$ cat config.mk
export PLATFORM = sky130hd
export DESIGN_NAME = ck_meter
export DESIGN_NICKNAME = d
export VERILOG_FILES = /design/src/rtl/ck_meter_pkg.sv /design/src/rtl/ck_meter_sync.sv /design/src/rtl/ck_meter.sv
export SDC_FILE = /design/constraint.sdc
export NUM_CORES = 1
export LEC_CHECK = 0
export ABC_AREA = 1
export CAP_MARGIN = 10
export CORE_MARGIN = 2
export CORE_UTILIZATION = 40
export CTS_CLUSTER_DIAMETER = 50
export DETAILED_ROUTE_END_ITERATION = 8
export PLACE_DENSITY = 0.71
export SLEW_MARGIN = 20
export SYNTH_ARGS = -nofsm -noshare
export SYNTH_HDL_FRONTEND = slang
export SYNTH_SLANG_ARGS = --single-unit
$ cat constraint.sdc
create_clock -name clock_in -period 2.3 [get_ports clock_in]
set_input_delay 0.69 -clock clock_in [delete_from_list [all_inputs] [get_ports clock_in]]
set_output_delay 0.69 -clock clock_in [all_outputs]
set_load 0.02 [all_outputs]
$ cat src/rtl/ck_meter_pkg.sv
// Shared constants and state encoding for the ck_meter slow-clock period/duty meter.
// Defaults match the standard 100 000 000 divider so meter and divider stay consistent.
package ck_meter_pkg;

  localparam int unsigned CK_DEFAULT_WIDTH = 28;
  localparam logic [CK_DEFAULT_WIDTH-1:0] CK_DEFAULT_TIMEOUT = 28'd200000000;

  typedef enum logic {
    IDLE = 1'b0,
    RUN  = 1'b1
  } ck_meter_state_t;

endpackage

$ cat src/rtl/ck_meter_sync.sv
// Two-flop synchronizer plus history flop for the measured slow clock;
// produces the synchronized level and single-cycle rise/fall pulses.
module ck_meter_sync (
  input  logic clock_in,
  input  logic reset_n,
  input  logic clock_slow,
  output logic level,
  output logic rise,
  output logic fall
);

  logic sync1;
  logic sync2;
  logic hist;

  always_ff @(posedge clock_in or negedge reset_n) begin
    if (!reset_n) begin
      sync1 <= 1'b0;
      sync2 <= 1'b0;
      hist  <= 1'b0;
    end else begin
      sync1 <= clock_slow;
      sync2 <= sync1;
      hist  <= sync2;
    end
  end

  assign level = sync2;
  assign rise  = sync2 & ~hist;
  assign fall  = ~sync2 & hist;

endmodule

$ cat src/rtl/ck_meter.sv
// Period and duty-cycle meter for a slow clock sampled in the clock_in domain.
// Define CK_METER_DUTY_EN to build the high-time measurement; otherwise high_time is 0.
module ck_meter
  import ck_meter_pkg::*;
#(
  parameter int unsigned          WIDTH   = CK_DEFAULT_WIDTH,
  parameter logic [WIDTH-1:0]     TIMEOUT = WIDTH'(CK_DEFAULT_TIMEOUT)
) (
  input  logic             clock_in,
  input  logic             reset_n,
  input  logic             clock_slow,
  input  logic             clear,
  output logic [WIDTH-1:0] period,
  output logic [WIDTH-1:0] high_time,
  output logic             valid,
  output logic             locked,
  output logic             overflow
);

  ck_meter_state_t  state;
  logic [WIDTH-1:0] cnt;
  logic             level;
  logic             rise;
  logic             fall;

  ck_meter_sync u_sync (
    .clock_in   (clock_in),
    .reset_n    (reset_n),
    .clock_slow (clock_slow),
    .level      (level),
    .rise       (rise),
    .fall       (fall)
  );

  // A rise in IDLE only arms the meter; snapshots are published on later rises.
  always_ff @(posedge clock_in or negedge reset_n) begin
    if (!reset_n) begin
      state    <= IDLE;
      cnt      <= '0;
      period   <= '0;
      valid    <= 1'b0;
      locked   <= 1'b0;
      overflow <= 1'b0;
    end else if (clear) begin
      state    <= IDLE;
      cnt      <= '0;
      period   <= '0;
      valid    <= 1'b0;
      locked   <= 1'b0;
      overflow <= 1'b0;
    end else begin
      valid <= 1'b0;
      unique case (state)
        IDLE: begin
          if (rise) begin
            state <= RUN;
            cnt   <= WIDTH'(1);
          end else begin
            cnt <= '0;
          end
        end
        RUN: begin
          if (rise) begin
            period <= cnt;
            valid  <= 1'b1;
            locked <= 1'b1;
            cnt    <= WIDTH'(1);
          end else if (cnt == TIMEOUT) begin
            overflow <= 1'b1;
            locked   <= 1'b0;
            state    <= IDLE;
            cnt      <= '0;
          end else begin
            cnt <= cnt + WIDTH'(1);
          end
        end
      endcase
    end
  end

`ifdef CK_METER_DUTY_EN
  logic [WIDTH-1:0] hcnt;
  logic [WIDTH-1:0] hpend;

  // hpend holds the high count of the period in progress until the next rise publishes it.
  always_ff @(posedge clock_in or negedge reset_n) begin
    if (!reset_n) begin
      hcnt      <= '0;
      hpend     <= '0;
      high_time <= '0;
    end else if (clear) begin
      hcnt      <= '0;
      hpend     <= '0;
      high_time <= '0;
    end else begin
      if (rise) begin
        hcnt <= WIDTH'(1);
      end else if (level) begin
        hcnt <= hcnt + WIDTH'(1);
      end
      if (fall && state == RUN) begin
        hpend <= hcnt;
      end
      if (rise && state == RUN) begin
        high_time <= hpend;
      end
    end
  end
`else
  logic duty_unused;
  assign duty_unused = level ^ fall;
  assign high_time   = '0;
`endif

endmodule

==> run_results.csv, run 1 <==
group,metric,value,unit
routing,first_pass_iters,4,
sta,tightest_slew,0.6126,ns
clock_network,numCtsBuffers,9,
flow_run,max_cap_violations,0,
setup_path,cp_max_fo,2,
die,core,7807,µm²
clock_network,htreeDepth,3,
sta,final.setup.tns,0,ns
place,port_buffers,34,
clock_network,postCtsHoldBufs,0,
logic_synthesis,synth_area_per_cell,7.917,µm²
setup_path,critPathSlowestCell,"clkdlybuf4s50_1",
die,start_util,41.78,%
clock_network,cts_root_buffer,"clkbuf_8",
pwr,ir_drop,0.2062,mV
setup_path,max_stage_delay,0.61,ns
routing,routed_wl,6995,µm
clock_network,cts_tree,"done",
setup_path,end_kind,"output port",
routing,vias,2631,
routing,via_per_inst,4.715,
worst_hold_path,whs_endpoint,"u_sync.level",
finish,antenna_cells,0,
die,dieWidth,94.31,µm
setup_path,reg2regPathDepth,10,
pwr,power.leakage,1.739,nW
sta,finalHoldViolCount,0,
routing,postRouteAntennaNets,0,
logic_synthesis,synth_top_area_share,48.33,%
grt,grt_pass1_wl,11520,µm
setup_path,r2r_setup_slack,0.64,ns
grt,antenna_found_initial,0,
routing,drc,0,
finish,layout.nets,458,
logic_synthesis,synth_area,3262,µm²
place,placed_cells,543,
clock_network,post_cts_buffers,0,
setup_path,worstPathArrival,1.31,ns
clock_network,clkTransAtPathRegs,0.07,ns
clock_network,cts_buffer_depth,2,
setup_path,crit_type,"reg -> out",
worst_hold_path,hold_start,"u_sync.sync1",
die,die-area,8893,µm²
sta,rsz0062_at_grt,"false",
die,fp.dieH,94.31,µm
clock_network,clock_latency,0.33,ns
grt,grt_overflow_total,0,
logic_synthesis,yosys_warnings,0,
finish,nFillCells,764,
sta,setup_viol,0,
grt,grt_pass1_vias,2419,
sta,fin_crit_sh,86.93,%
logic_synthesis,synth_cells,412,
setup_path,critPathLaunchType,"flop",
die,ios,63,
grt,grt_max_degree,31,
sta,period_needed,1.999,ns
logic_synthesis,yosysUniqueCellTypes,26,
finish,drive_gt1_share,9.430,%
pwr,p_per_area,570.2,nW/µm²
sta,skew,0.005954,ns
sta,max_clock_freq,500.2,MHz
worst_hold_path,hold_depth,0,
worst_hold_path,hold_class,"reg -> reg",
grt,gr-usage-all-layers,16.82,%
logic_synthesis,yosysTopAreaCell,"dfrtp_1",
place,gp_congestion,0.8881,
setup_path,r2r_start,"cnt[0]",
logic_synthesis,synth_area_leaders,"dfrtp_1 48%, nand2_1 9.0%, o21ai_0 8.7%",
finish,area_growth,17.57,%
place,dpl-instance-area,3649,µm²
finish,design_area,3835,µm²
logic_synthesis,synth_seq_cells,63,
routing,drtIter0Drc,251,
routing,wl_per_cell,12.54,µm
clock_network,clock-sinks,63,
clock_network,postCtsResizedCells,0,
die,rows,32,
setup_path,reg2reg_to,"cnt[13]",
outcome,status,"completed",
finish,stdcell_count,558,
setup_path,worstPathCellList,"clkdlybuf4s50_1",
sta,slew_viol_final,0,
logic_synthesis,seq_area_frac_synth,48.33,%
setup_path,path_delay_family,"buffers and inverters",
setup_path,path_buf_inv,1,
sta,timing.slew.headroom,59.16,%
setup_path,worstPathRequired,1.61,ns
place,dp_hpwl,5228,µm
## cells by family after synthesis
logic type	synth area share, %
adder cells (fa/ha/maj)	0.7670
AND/OR/NAND/NOR	25.47
buffers and inverters	13.96
AO/OA/AOI/OAI	9.743
other	0.1150
flip-flops	48.33
XOR/XNOR	1.611
## through the flow
stage	power [mW]	worst slack, ns	util, %	hold WS, ns
6_report	2.187	0.3007	49.12	0.3497
5_1_grt	2.285	0.2566	49.12	0.3665
4_1_cts	2.211	0.2917	49.12	0.3527
3_5_place_dp	1.297	0.1824	46.73	0.3364
3_3_place_gp	1.295	0.2484	46.73	0.3353
2_1_floorplan	1.269	0.7898	-	0.3312
## cell usage in the layout, fill, tap and decap left out, types with 9 or more instances in the layout
master	n
nor2_1	63
clkdlybuf4s50_1	33
o21ai_0	57
clkbuf_8	9
nand2_1	78
nand3_1	10
conb_1	28
inv_1	50
dfrtp_1	63
nor3_1	12
## layout make-up
cell class,instances,area [µm²],area share [%]
flip-flops and latches,63,1577,41.11
multi-input cells,286,1331,34.71
repair buffers,40,417.9,10.90
inverters,52,195.2,5.090
well taps,102,127.6,3.328
clock buffers,9,123.9,3.230
clock inverters,6,62.56,1.631
## synth_stat cells (all sizes together)
library cell  count
nand3            12
dfrtp            63
ha                2
buf              30
a21oi             4
nand3b            1
nor3             12
nand4             4
clkbuf            8
o21ai            58
xor2              6
nand2            84
inv              52
conb              1
o21bai            1
nor2             74
## power breakdown
| group | total [mW] | switching, mW | internal, mW |
|---|---|---|---|
| logic | 0.150 | 0.115 | 0.0352 |
| clock network | 0.912 | 0.423 | 0.489 |
| registers | 1.12 | 0.00642 | 1.12 |
## per-layer routing
metal / vias up / routed length [µm] / GRT usage, % / share of wire [%]
li1: 1310 / - / - / -
met1: 1251 / 3221 / 22.55 / 46
met2: 64 / 3353 / 26.96 / 48
met3: 6 / 333 / 2.648 / 4.8
met4: 0 / 87 / 7.488 / 1.2
met5: - / 0 / 0 / 0
## worst max-delay path by stage
stage,startpoint,to,slack (ns),depth (start not counted)
after global routing,period[21],period[21],0.26,1
after global placement,clear,locked,0.25,7
after floorplan,clear,locked,0.79,6
after detailed placement,clear,period[20],0.18,7
after CTS,period[14],period[14],0.29,1
final,period[15],period[15],0.30,1
## state kept, by name (all words and copies together) (netlist names)
signal        count
overflow          1
cnt              28
u_sync.level      1
valid             1
u_sync.hist       1
state             1
locked            1
period           28
u_sync.sync1      1
Note: power is estimated with default switching activity, not from simulation.
==> run 2: changes to the inputs <==
--- a/config.mk
+++ b/config.mk
@@ -12,7 +12,7 @@
 export CTS_CLUSTER_DIAMETER = 50
 export DETAILED_ROUTE_END_ITERATION = 8
 export PLACE_DENSITY = 0.71
-export SLEW_MARGIN = 20
+export SLEW_MARGIN = 0
 export SYNTH_ARGS = -nofsm -noshare
 export SYNTH_HDL_FRONTEND = slang
 export SYNTH_SLANG_ARGS = --single-unit
==> results of run 2 <==
Final layout, timing and power as in run 1 (identical DEF).
